File: src/rtl/signed_mult_bcd_core_if.sv
// ============================================================================
//  Module      : signed_mult_bcd_core_if
//  Description : Operand/result bundle between the operand registers and the
//                signed multiplier / BCD converter core.
//  Revision    : 1.0  initial release
// ============================================================================
`default_nettype none

interface signed_mult_bcd_core_if;
    logic        start;
    logic [7:0]  multiplicand;
    logic [7:0]  multiplier;
    logic [19:0] product;
    logic        sign;
    logic        busy;
    logic        done;

    // Requester side: drives operands and start, observes the result
    modport master (
        output start, multiplicand, multiplier,
        input  product, sign, busy, done
    );

    // Core side
    modport slave (
        input  start, multiplicand, multiplier,
        output product, sign, busy, done
    );
endinterface

`default_nettype wire

File: src/rtl/signed_mult_bcd_core.sv
// ============================================================================
//  Module      : signed_mult_bcd_core
//  Description : Sequential 8x8 signed multiplier (shift-add on magnitudes)
//                followed by a 15-step double-dabble conversion to five BCD
//                digits. Result is a 20-bit BCD magnitude plus a sign bit.
//                Optional feature macro: MULT_ZERO_BYPASS_EN -- a zero
//                operand skips MULT/CONV and publishes zero one cycle later.
//  Revision    : 1.0  initial release
// ============================================================================
`default_nettype none

module signed_mult_bcd_core #(
    parameter int START_EDGE = 1   // 1: rising-edge start, 0: level start
) (
    input  wire logic               clk,
    input  wire logic               reset,
    signed_mult_bcd_core_if.slave   bus
);

    typedef enum logic [1:0] {
        S_IDLE = 2'd0,
        S_MULT = 2'd1,
        S_CONV = 2'd2,
        S_DONE = 2'd3
    } state_t;

    state_t      state_q,      state_d;
    logic [3:0]  cnt_q,        cnt_d;        // MULT: bit index, CONV: shifts done
    logic [7:0]  mag_a_q,      mag_a_d;
    logic [7:0]  mag_b_q,      mag_b_d;
    logic [15:0] acc_q,        acc_d;
    logic [19:0] scratch_q,    scratch_d;
    logic        sign_next_q,  sign_next_d;
    logic        start_prev_q, start_prev_d;
    logic [19:0] product_q,    product_d;
    logic        sign_q,       sign_d;
    logic        busy_q,       busy_d;
    logic        done_q,       done_d;

    logic        start_accept;
    logic [15:0] partial;
    logic [19:0] dabble_adj;
    logic [3:0]  conv_bit_idx;
    logic        zero_operand;

    assign bus.product = product_q;
    assign bus.sign    = sign_q;
    assign bus.busy    = busy_q;
    assign bus.done    = done_q;

    // Start qualification: edge detect against the history register, or level
    always_comb begin
        if (START_EDGE != 0) begin
            start_accept = (state_q == S_IDLE) && bus.start && !start_prev_q;
        end else begin
            start_accept = (state_q == S_IDLE) && bus.start;
        end
    end

    // Datapath helpers: shifted multiplicand, +3 nibble correction, next magnitude bit
    always_comb begin
        partial      = {8'd0, mag_a_q} << cnt_q[2:0];
        conv_bit_idx = 4'd14 - cnt_q;           // MSB of the 15-bit magnitude first
        zero_operand = (bus.multiplicand == 8'd0) || (bus.multiplier == 8'd0);
        dabble_adj   = scratch_q;
        for (int k = 0; k < 5; k++) begin
            if (scratch_q[4*k +: 4] >= 4'd5) begin
                dabble_adj[4*k +: 4] = scratch_q[4*k +: 4] + 4'd3;
            end
        end
    end

    // Next-state and next-output computation for the whole sequencer
    always_comb begin
        state_d      = state_q;
        cnt_d        = cnt_q;
        mag_a_d      = mag_a_q;
        mag_b_d      = mag_b_q;
        acc_d        = acc_q;
        scratch_d    = scratch_q;
        sign_next_d  = sign_next_q;
        start_prev_d = bus.start;               // history tracks start in every state
        product_d    = product_q;
        sign_d       = sign_q;
        busy_d       = busy_q;
        done_d       = 1'b0;

        unique case (state_q)
            S_IDLE: begin
                if (start_accept) begin
                    // Two's-complement negate in 8 bits: |-128| wraps to 8'h80 = 128 unsigned
                    mag_a_d     = bus.multiplicand[7] ? (8'd0 - bus.multiplicand) : bus.multiplicand;
                    mag_b_d     = bus.multiplier[7]   ? (8'd0 - bus.multiplier)   : bus.multiplier;
                    sign_next_d = bus.multiplicand[7] ^ bus.multiplier[7];
                    acc_d       = 16'd0;
                    scratch_d   = 20'd0;
                    cnt_d       = 4'd0;
                    state_d     = S_MULT;
                    busy_d      = 1'b1;
`ifdef MULT_ZERO_BYPASS_EN
                    // Park in CONV with the shift count exhausted: the next
                    // edge publishes a zero result without raising busy.
                    if (zero_operand) begin
                        sign_next_d = 1'b0;
                        cnt_d       = 4'd15;
                        state_d     = S_CONV;
                        busy_d      = 1'b0;
                    end
`endif
                end
            end

            S_MULT: begin
                if (mag_b_q[cnt_q[2:0]]) begin
                    acc_d = acc_q + partial;
                end
                if (cnt_q == 4'd7) begin
                    cnt_d   = 4'd0;
                    state_d = S_CONV;
                end else begin
                    cnt_d = cnt_q + 4'd1;
                end
            end

            S_CONV: begin
                if (cnt_q == 4'd15) begin
                    // All 15 magnitude bits shifted in: publish
                    product_d = scratch_q;
                    sign_d    = sign_next_q & (|acc_q);
                    done_d    = 1'b1;
                    busy_d    = 1'b0;
                    state_d   = S_DONE;
                end else begin
                    scratch_d = {dabble_adj[18:0], acc_q[conv_bit_idx]};
                    cnt_d     = cnt_q + 4'd1;
                end
            end

            S_DONE: begin
                state_d = S_IDLE;
            end

            default: state_d = S_IDLE;
        endcase
    end

    // State register; asynchronous reset aborts any operation without publishing
    always_ff @(posedge clk or posedge reset) begin
        if (reset) begin
            state_q      <= S_IDLE;
            cnt_q        <= 4'd0;
            mag_a_q      <= 8'd0;
            mag_b_q      <= 8'd0;
            acc_q        <= 16'd0;
            scratch_q    <= 20'd0;
            sign_next_q  <= 1'b0;
            start_prev_q <= 1'b0;
            product_q    <= 20'd0;
            sign_q       <= 1'b0;
            busy_q       <= 1'b0;
            done_q       <= 1'b0;
        end else begin
            state_q      <= state_d;
            cnt_q        <= cnt_d;
            mag_a_q      <= mag_a_d;
            mag_b_q      <= mag_b_d;
            acc_q        <= acc_d;
            scratch_q    <= scratch_d;
            sign_next_q  <= sign_next_d;
            start_prev_q <= start_prev_d;
            product_q    <= product_d;
            sign_q       <= sign_d;
            busy_q       <= busy_d;
            done_q       <= done_d;
        end
    end

    // zero_operand only feeds the optional bypass path
    logic unused_ok;
    assign unused_ok = zero_operand;

endmodule

`default_nettype wire

File: src/flat_wrapper.sv
// flat-port wrapper written by rule: the top's interface ports become plain ports
module signed_mult_bcd_core_flat 
#(
    parameter int START_EDGE = 1                                          
)
  (clk, reset, bus_start, bus_multiplicand, bus_multiplier, bus_product, bus_sign, bus_busy, bus_done);
  signed_mult_bcd_core_if bus_i ();
  input  wire logic clk;
  input  wire logic reset;
  input wire logic [$bits(bus_i.start)-1:0] bus_start;
  input wire logic [$bits(bus_i.multiplicand)-1:0] bus_multiplicand;
  input wire logic [$bits(bus_i.multiplier)-1:0] bus_multiplier;
  output wire logic [$bits(bus_i.product)-1:0] bus_product;
  output wire logic [$bits(bus_i.sign)-1:0] bus_sign;
  output wire logic [$bits(bus_i.busy)-1:0] bus_busy;
  output wire logic [$bits(bus_i.done)-1:0] bus_done;
  assign bus_i.start = bus_start;
  assign bus_i.multiplicand = bus_multiplicand;
  assign bus_i.multiplier = bus_multiplier;
  assign bus_product = bus_i.product;
  assign bus_sign = bus_i.sign;
  assign bus_busy = bus_i.busy;
  assign bus_done = bus_i.done;
  signed_mult_bcd_core #(.START_EDGE(START_EDGE)) u_core (.clk(clk), .reset(reset), .bus(bus_i));
endmodule
File: config.mk
export PLATFORM = sky130hd
export DESIGN_NAME = signed_mult_bcd_core_flat
export DESIGN_NICKNAME = d
export VERILOG_FILES = /design/src/rtl/signed_mult_bcd_core_if.sv /design/src/rtl/signed_mult_bcd_core.sv /design/src/flat_wrapper.sv
export SDC_FILE = /design/constraint.sdc
export NUM_CORES = 1
export LEC_CHECK = 0
export ABC_CLOCK_PERIOD_IN_PS = 7700
export CORE_ASPECT_RATIO = 2
export CORE_UTILIZATION = 50
export DETAILED_ROUTE_END_ITERATION = 10
export PLACE_DENSITY_LB_ADDON = 0.3
export SKIP_LAST_GASP = 1
export SLEW_MARGIN = 10
export SYNTH_ARGS = -nofsm -noshare
export SYNTH_HDL_FRONTEND = slang
export SYNTH_SLANG_ARGS = --single-unit
File: constraint.sdc
create_clock -name clk -period 7.7 [get_ports clk]
set_input_delay 1.54 -clock clk [delete_from_list [all_inputs] [get_ports clk]]
set_output_delay 1.54 -clock clk [all_outputs]
set_load 0.01 [all_outputs]
==> flow_metrics.env, run 1 <==
export IMPL_rsz0062_at_grt="no"
export IMPL_ir_worst_vdd_uv=131
export IMPL_syn_instance_count=561
export IMPL_antenna_found_initial=0
export IMPL_drtAntennaViolNets=0
export IMPL_cts_tree="done"
export IMPL_drt_iter0_drc=229
export IMPL_ys_warn_count=0
export IMPL_synth_area_leaders="dfrtp_1, nand2_1, ha_1"
export IMPL_preCtsSetupSlack_ns=4.17
export IMPL_num_nets_final=646
export IMPL_max_freq_mhz=289
export IMPL_core_mm2=0.0100
export IMPL_setup_violations=0
export IMPL_wl_per_cell_um=16.9
export IMPL_pwr_density_cell_mw_per_mm2=283
export IMPL_drt_pre_antenna_iters=5
export IMPL_drv_cap=0
export IMPL_grt_first_pass_wirelength_mm=20.7
export IMPL_worst_pin_slew_ns=1.05
export IMPL_synth_simple_area_share_pct=17.4
export IMPL_synthArstFlopShare_pct=100
export IMPL_synth_area_leader_cell="dfrtp_1"
export IMPL_synth_xor_area_share_pct=4.43
export IMPL_finalCritPeriodShare_pct=45.0
export IMPL_critPathCaptureType="register"
export IMPL_synth_seq_cells=83
export IMPL_cts_root_buf="clkbuf_16"
export IMPL_grt_pass1_vias=4409
export IMPL_htree_levels=3
export IMPL_r2r_slack_ns=4.24
export IMPL_post_route_drc_count=0
export IMPL_postPlaceCellArea_mm2=0.00564
export IMPL_die_h_um=145
export IMPL_ctsResizeCount=0
export IMPL_drive_gt1_share_pct=7.01
export IMPL_grt_max_degree=84
export IMPL_status="complete, no violations"
export IMPL_cts_hold_buffers=0
export IMPL_io_buffers=41
export IMPL_syn_to_final_growth_pct=15.3
export IMPL_crit_type="register to register"
export IMPL_routabilityCongestion=0.979
export IMPL_fin_cells=734
export IMPL_vias=4345
export IMPL_final_setup_worst_slack_ns=4.24
export IMPL_slew_headroom_pct=29.7
export IMPL_worstSetupStartpointType="register"
export IMPL_synth_fa_ha_area_share_pct=8.19
export IMPL_io_pins=42
export IMPL_cts_setup_buffers=0
export IMPL_hold_ws_ns=0.471
export IMPL_fin_worst_skew_ns=0.00912
export IMPL_critical_path_arrival_ns=3.68
export IMPL_synth_top_family_by_area="compound AO/OA/AOI/OAI gates"
export IMPL_die_x_um=73.7
export IMPL_synth_compound_area_share_pct=18.6
export IMPL_final_setup_tns_ns=0
export IMPL_fin_util_pct=59.1
export IMPL_synth_edf_count=0
export IMPL_n_antenna_cell=0
export IMPL_crit_fanout=24
export IMPL_placed_cells=718
export IMPL_syn_cell_area_mm2=0.00514
export IMPL_hp_class="register to register"
export IMPL_grt_usage_pct=25.4
export IMPL_drt_total_wl_mm=12.4
export IMPL_clk_path_buf_depth=2
export IMPL_min_period_ns=3.46
export IMPL_vias_per_cell=5.92
export IMPL_start_util_pct=51.3
export IMPL_netlist_top_cells_count="nand2_1, dfrtp_1, o21ai_0"
export IMPL_required_ns=7.92
export IMPL_insertion_delay_ns=0.34
export IMPL_rows=52
export IMPL_synth_cell_types=55
export IMPL_finalHoldViolCount=0
export IMPL_clk_pin_slew_ns=0.06
export IMPL_drv_slew=0
export IMPL_power_leakage_nw=2.63
export IMPL_dp_hpwl_mm=9.47
export IMPL_cp_cell_sequence="mux2_2 > o22ai_1 > ha_1 > a21oi_1 > o21ai_0 > o2bb2ai_1 > or4_1 > a32o_1"
export IMPL_cts_made_buffers=9
export IMPL_synth_avg_cell_area_um2=9.16
export IMPL_yosysMostFrequentCell="nand2_1"
export IMPL_grt_overflow=0
export IMPL_fin_area_mm2=0.00592
export IMPL_synth_area_mux_share_pct=6.63
export IMPL_yosysSeqAreaShare_pct=40.4
export IMPL_clock_sinks=83
export IMPL_synth_ff_type="dfrtp_1"
export IMPL_slowest_stage="dfrtp_1"
export IMPL_synth_top_area_share_pct=40.4
export IMPL_cpPeakStageDelay_ns=0.94
export IMPL_dieArea_mm2=0.0107
export IMPL_power_mw=1.67
export IMPL_mappedNetlistNets=613
-- logic make-up (layout without fill, tap and decap cells) --
kind of cell,Yosys count,count (layout)
compound gates,151,151
mux,24,24
buf+inv,52,90
simple gates,192,192
flops,83,83
fa+ha+maj,33,33
xor+xnor,26,26
-- area by class of cell --
class,count,area [µm²]
multi-input cells,426,2840
fillers,932,4100
clock buffers,13,260
clock inverters,3,21.3
inverters,29,110
well taps,135,169
repair buffers,45,440
flip-flops and latches,83,2080
-- metal layers --
metal | vias to the layer above | GRT usage (%) | share of wire [%]
met5 | - | 0 | 0
met4 | 0 | 16.2 | 6.0
met3 | 43 | 3.81 | 2.0
met2 | 102 | 46.5 | 57
met1 | 2129 | 25.2 | 35
li1 | 2071 | - | -
-- registers in the layout (all words and copies together) (netlist names) --
| name | cells |
|---|---|
| u_core.scratch_q | 20 |
| u_core.state_q | 2 |
| u_core.bus.sign | 1 |
| u_core.sign_next_q | 1 |
| u_core.cnt_q | 4 |
| u_core.mag_b_q | 8 |
| u_core.bus.done | 1 |
| u_core.bus.product | 20 |
| u_core.mag_a_q | 8 |
| u_core.start_prev_q | 1 |
| u_core.acc_q | 16 |
| u_core.bus.busy | 1 |
-- power breakdown --
group / total, mW / internal, mW / switching (mW)
Combinational: 0.673 / 0.269 / 0.404
Clock: 0.407 / 0.237 / 0.170
Sequential: 0.595 / 0.504 / 0.0909
-- placed cells by master, fill, tap and decap left out, types with 6 or more instances in the layout --
master,instances
nand2_1,109
dfrtp_1,83
o21ai_0,61
clkdlybuf4s50_1,41
ha_1,32
inv_1,28
a21oi_1,24
nor2_1,19
o31ai_1,17
nand2b_1,14
xnor2_1,14
xor2_1,12
mux2i_1,10
nand3_1,9
o22ai_1,9
clkbuf_16,9
mux4_2,7
a21o_1,6
nand4_1,6
a32o_1,6
mux2_2,6
-- final timing paths --
path	endpoint	start	depth (start not counted)
max in group asynchronous	u_core.acc_q[15]$_DFFE_PP0P_	reset	3
hold reg to reg	u_core.bus.product[19]$_DFFE_PP0P_	u_core.bus.product[19]$_DFFE_PP0P_	2
setup reg to reg	u_core.acc_q[14]$_DFFE_PP0P_	u_core.cnt_q[0]$_DFFE_PP0P_	8
hold / removal	u_core.bus.product[19]$_DFFE_PP0P_	u_core.bus.product[19]$_DFFE_PP0P_	2
setup / recovery	u_core.acc_q[14]$_DFFE_PP0P_	u_core.cnt_q[0]$_DFFE_PP0P_	8
min in group asynchronous	u_core.bus.product[6]$_DFFE_PP0P_	reset	3
-- worst max-delay path: cells and delay by family (launching register included) --
family | cells | cell delay, ns
DFF | 1 | 0.94
adders and majority gates | 1 | 0.36
and+or+nand+nor | 1 | 0.48
AOI/OAI and AO/OA | 5 | 1.10
muxes | 1 | 0.44
Power figures use the tool's default switching activity.
==> run 2, diff against run 1 <==
ABC_CLOCK_PERIOD_IN_PS = 3200   (was 7700)
clock period = 3.2 ns   (was 7.7 ns; I/O delays follow)
==> run 2 against run 1 <==
Die area is the same. Via count increased by 1.6%. Core utilization up 1.5 points. Non-clock buffer count rose by 13. Combinational power increased to 2.6 times the previous value. Critical path depth grew 3. Sequential share of layout area shrank 0.83 points. Clock skew decreased by 0.00067 ns. Routed wire length is 8.5% higher. Worst hold slack better by 0.00096 ns. Maximum frequency rose by 16%.
==> flow_metrics.env, run 2 (synthesis results as in run 1) <==
export IMPL_antenna_found_initial=0
export IMPL_cp_cell_sequence="mux2_2 > nand2_1 > o21ai_0 > nor2_1 > a21oi_1 > ha_1 > a21o_1 > a31o_2 > a211oi_1 > o21ai_0 > a221o_1"
export IMPL_insertion_delay_ns=0.35
export IMPL_critPathCaptureType="register"
export IMPL_hp_class="register to register"
export IMPL_cts_setup_buffers=0
export IMPL_io_buffers=41
export IMPL_path_common_cell="o21ai_0"
export IMPL_final_cell_mix="nand2_1, dfrtp_1, o21ai_0"
export IMPL_n_antenna_cell=0
export IMPL_vias=4415
export IMPL_crit_fanout=11
export IMPL_final_setup_worst_slack_ns=0.226
export IMPL_required_ns=3.43
export IMPL_critical_path_arrival_ns=3.20
export IMPL_worst_pin_slew_ns=0.631
export IMPL_clk_pin_slew_ns=0.07
export IMPL_status="complete, no violations"
export IMPL_layout_commonest_cell="nand2_1"
export IMPL_setup_violations=0
export IMPL_die_x_um=73.7
export IMPL_grt_first_pass_wirelength_mm=22.0
export IMPL_drt_iter0_drc=268
export IMPL_crit_type="register to register"
export IMPL_final_seq_area_mm2=0.00208
export IMPL_dieArea_mm2=0.0107
export IMPL_core_mm2=0.0100
export IMPL_fin_worst_skew_ns=0.00845
export IMPL_post_route_drc_count=0
export IMPL_cts_hold_buffers=0
export IMPL_fillers=926
export IMPL_dp_hpwl_mm=10.4
export IMPL_die_h_um=145
export IMPL_grt_usage_pct=27.2
export IMPL_start_util_pct=51.3
export IMPL_cts_made_buffers=9
export IMPL_slowest_stage="dfrtp_2"
export IMPL_grt_pass1_vias=4560
export IMPL_drtAntennaViolNets=0
export IMPL_vias_per_cell=5.91
export IMPL_cts_tree="done"
export IMPL_cpPeakStageDelay_ns=0.51
export IMPL_ir_worst_vdd_uv=431
export IMPL_rows=52
export IMPL_slew_headroom_pct=57.9
export IMPL_drive_gt1_share_pct=9.31
export IMPL_grt_max_degree=84
export IMPL_grt_overflow=0
export IMPL_wl_per_cell_um=18.1
export IMPL_htree_levels=3
export IMPL_io_pins=42
export IMPL_final_setup_tns_ns=0
export IMPL_drv_slew=0
export IMPL_multiInputGateArea_mm2=0.00284
export IMPL_clock_sinks=83
export IMPL_cts_root_buf="clkbuf_16"
export IMPL_cp_top_family="compound AO/OA/AOI/OAI gates"
export IMPL_path_buf_inv=0
export IMPL_pwr_density_cell_mw_per_mm2=704
export IMPL_drt_pre_antenna_iters=5
export IMPL_min_period_ns=2.97
export IMPL_max_freq_mhz=336
export IMPL_finalCritPeriodShare_pct=92.9
export IMPL_drt_total_wl_mm=13.5
export IMPL_worstSetupStartpointType="register"
export IMPL_syn_to_final_growth_pct=18.2
export IMPL_routabilityCongestion=0.934
export IMPL_clk_path_buf_depth=2
export IMPL_rsz0062_at_grt="no"
export IMPL_finalHoldViolCount=0
export IMPL_num_nets_final=659
export IMPL_preCtsSetupSlack_ns=0.131
export IMPL_drv_cap=0
export IMPL_power_leakage_nw=2.72
[run 2: changes by cell type in the layout (fill, tap and decap cells not counted)]
| cell | before | now |
|---|---|---|
| dfrtp_2 | 0 | 2 |
| dfrtp_1 | 83 | 81 |
| clkinvlp_4 | 1 | 0 |
| inv_6 | 1 | 0 |
| clkinv_4 | 0 | 1 |
| clkbuf_8 | 2 | 1 |
| buf_4 | 4 | 16 |
| bufinv_16 | 0 | 2 |
| buf_12 | 0 | 1 |
[run 2: worst paths after layout]
kind	start	endpoint	slack, ns	cells after the start
hold reg to reg	u_core.bus.product[10]$_DFFE_PP0P_	u_core.bus.product[10]$_DFFE_PP0P_	0.47	2
setup / recovery	u_core.cnt_q[1]$_DFFE_PP0P_	u_core.acc_q[13]$_DFFE_PP0P_	0.23	11
min in group asynchronous	reset	u_core.bus.product[3]$_DFFE_PP0P_	0.69	3
max in group asynchronous	reset	u_core.cnt_q[1]$_DFFE_PP0P_	2.11	3
setup reg to reg	u_core.cnt_q[1]$_DFFE_PP0P_	u_core.acc_q[13]$_DFFE_PP0P_	0.23	11
hold / removal	u_core.bus.product[10]$_DFFE_PP0P_	u_core.bus.product[10]$_DFFE_PP0P_	0.47	2
[run 2: metrics by stage]
step	util, %	cell area, µm²	power [mW]	cells	hold slack [ns]
floorplan	-	5140	2.62	561	0.445
global placement	57.4	5750	3.11	731	0.458
detailed placement	57.4	5750	3.14	731	0.462
CTS	60.6	6070	4.28	747	0.477
global route	60.6	6070	4.53	747	0.502
finish	60.6	6070	4.27	747	0.472
[run 2: final cells by class]
cell class | count | area share [%]
inverters | 29 | 1.81
multi-input cells | 426 | 46.8
clock buffers | 12 | 4.06
well taps | 135 | 2.78
clock inverters | 4 | 1.22
flip-flops and latches | 83 | 34.2
repair buffers | 58 | 9.07
[run 2: layer usage]
metal	GRT usage, %	wire length [µm]	vias to the layer above
li1	-	-	2092
met1	26.4	4560	2156
met2	51.1	7710	114
met3	3.67	363	53
met4	16.7	870	0
met5	0	0	-
[run 2: power breakdown]
group	internal, mW	total (mW)	switching (mW)	leakage, nW
Clock	0.706	1.13	0.422	0.157
Sequential	1.22	1.42	0.205	1.12
Combinational	0.691	1.73	1.04	1.44
Total	2.61	4.27	1.66	2.72
[run 2: repair_timing]
action                                 in CTS  in global routing
resized for setup                           0                  2
setup endpoints to repair                   0                  3
endpoints found under the hold margin       0                  0
[run 2: tightest hold or removal path: stages, from the launching register on]
cell     delay [ns]
dfrtp_1        0.34
nand2_1        0.05
nand2_1        0.05
==> run 3, diff against run 2 <==
CORE_UTILIZATION = 55   (was 50)
==> run 3 against run 2 <==
Clock skew is 0.0031 ns lower. Register-to-register slack worse by 0.07 ns. First-iteration DRC count is 4.9% lower. Cell area is 0.39% lower. Global-route usage is 0.89 points higher. Non-clock buffer count stayed put. Die area is 8.9% lower. Critical path type unchanged. Flip-flop and latch count stayed put. Maximum frequency is 2.4% lower. Worst setup slack worse by 0.075 ns. Combinational power hardly changed.
==> flow_metrics.env, run 3 (synthesis results as in run 1) <==
export IMPL_status="complete, no violations"
export IMPL_post_route_drc_count=0
export IMPL_die_x_um=70.3
export IMPL_min_to="u_core.bus.sign$_DFFE_PP0P_"
export IMPL_required_ns=3.44
export IMPL_drv_cap=0
export IMPL_grt_first_pass_wirelength_mm=21.3
export IMPL_drt_iter0_drc=255
export IMPL_vias=4420
export IMPL_clock_sinks=83
export IMPL_rows=49
export IMPL_slew_headroom_pct=57.1
export IMPL_cts_hold_buffers=0
export IMPL_crit_type="register to register"
export IMPL_setup_violations=0
export IMPL_dp_hpwl_mm=10.1
export IMPL_io_buffers=41
export IMPL_layout_commonest_cell="nand2_1"
export IMPL_critPathCaptureType="register"
export IMPL_syn_to_final_growth_pct=17.8
export IMPL_die_h_um=139
export IMPL_hp_class="register to register"
export IMPL_drv_slew=0
export IMPL_grt_pass1_vias=4528
export IMPL_min_period_ns=3.05
export IMPL_regToRegEndpoint="u_core.acc_q[14]$_DFFE_PP0P_"
export IMPL_io_pins=42
export IMPL_clk_pin_slew_ns=0.07
export IMPL_rsz0062_at_grt="no"
export IMPL_routabilityCongestion=0.965
export IMPL_ir_worst_vdd_uv=384
export IMPL_max_freq_mhz=328
export IMPL_antenna_found_initial=0
export IMPL_htree_levels=3
export IMPL_grt_max_degree=51
export IMPL_core_mm2=0.00901
export IMPL_insertion_delay_ns=0.35
export IMPL_hold_ws_ns=0.469
export IMPL_fin_area_mm2=0.00605
export IMPL_power_leakage_nw=2.71
export IMPL_grt_usage_pct=28.1
export IMPL_grt_overflow=0
export IMPL_worstSetupStartpointType="register"
export IMPL_power_mw=4.30
export IMPL_final_setup_tns_ns=0
export IMPL_cts_root_buf="clkbuf_16"
export IMPL_wl_per_cell_um=18.5
export IMPL_finalCritPeriodShare_pct=95.3
export IMPL_r2r_slack_ns=0.15
export IMPL_worst_pin_slew_ns=0.640
export IMPL_cts_made_buffers=9
export IMPL_r2r_start="u_core.cnt_q[1]$_DFFE_PP0P_"
export IMPL_pwr_density_cell_mw_per_mm2=711
export IMPL_vias_per_cell=6.19
export IMPL_cts_tree="done"
export IMPL_finalHoldViolCount=0
export IMPL_fin_worst_skew_ns=0.00531
export IMPL_final_cell_mix="nand2_1, dfrtp_1, o21ai_0"
export IMPL_dieArea_mm2=0.00975
export IMPL_hold_depth=2
export IMPL_rr_worst_depth=9
export IMPL_clk_path_buf_depth=2
export IMPL_drive_gt1_share_pct=10.1
export IMPL_crit_fanout=8
export IMPL_drt_pre_antenna_iters=4
export IMPL_critical_path_arrival_ns=3.29
export IMPL_drt_total_wl_mm=13.2
export IMPL_hold_start="u_core.bus.sign$_DFFE_PP0P_"
export IMPL_n_antenna_cell=0
export IMPL_drtAntennaViolNets=0
export IMPL_num_nets_final=659
export IMPL_start_util_pct=57.0
export IMPL_postPlaceCellArea_mm2=0.00570
[run 3: worst max-delay path: stages (launching register included)]
cell and delay (ns):
dfrtp_2 0.46, mux2i_1 0.33, o21ai_0 0.15, and2_1 0.20
ha_1 0.32, nor2b_1 0.17, o2111ai_1 0.42, a31oi_2 0.18
or4_1 0.43, a32o_1 0.27
[run 3: layout make-up]
| class | instances | area (µm²) |
|---|---|---|
| clock buffers | 9 | 225 |
| clock inverters | 7 | 100 |
| multi-input cells | 426 | 2860 |
| repair buffers | 58 | 551 |
| well taps | 102 | 128 |
| inverters | 29 | 110 |
| flip-flops and latches | 83 | 2080 |
| fillers | 710 | 2960 |
[run 3: worst max-delay path by stage]
| stage | start | to | slack (ns) | depth (start not counted) |
|---|---|---|---|---|
| 2_1_floorplan | u_core.cnt_q[1]$_DFFE_PP0P_ | u_core.acc_q[14]$_DFFE_PP0P_ | 0.23 | 11 |
| 3_3_place_gp | u_core.cnt_q[1]$_DFFE_PP0P_ | u_core.acc_q[14]$_DFFE_PP0P_ | 0.14 | 9 |
| 3_5_place_dp | u_core.cnt_q[1]$_DFFE_PP0P_ | u_core.acc_q[14]$_DFFE_PP0P_ | 0.06 | 11 |
| 4_1_cts | u_core.cnt_q[1]$_DFFE_PP0P_ | u_core.acc_q[14]$_DFFE_PP0P_ | 0.02 | 11 |
| 5_1_grt | u_core.cnt_q[1]$_DFFE_PP0P_ | u_core.acc_q[14]$_DFFE_PP0P_ | 0.007 | 9 |
| 6_report | u_core.cnt_q[1]$_DFFE_PP0P_ | u_core.acc_q[14]$_DFFE_PP0P_ | 0.15 | 9 |
[run 3: layer usage]
metal | vias up | GRT usage, % | part of all wire [%]
li1 | 2091 | - | -
met1 | 2131 | 27.0 | 34
met2 | 138 | 54.0 | 57
met3 | 60 | 3.85 | 3.0
met4 | 0 | 16.8 | 5.7
met5 | - | 0 | 0
[run 3: repair_timing]
action	CTS	global route
resized for setup	0	5
setup buffers	0	1
hold endpoints to repair	0	0
setup endpoints to repair	0	2
[run 3: where the power goes]
part / internal [mW] / leakage, nW / switching [mW] / total [mW]
Sequential: 1.21 / 1.12 / 0.218 / 1.43
Combinational: 0.696 / 1.44 / 1.04 / 1.73
Clock: 0.687 / 0.148 / 0.450 / 1.14
[run 3: through the flow]
step	worst slack (ns)	cells	utilization, %
floorplan	0.235	561	-
global placement	0.138	697	63.3
detailed placement	0.0586	697	63.3
CTS	0.0171	713	66.9
global route	0.00712	714	67.1
finish	0.151	714	67.1
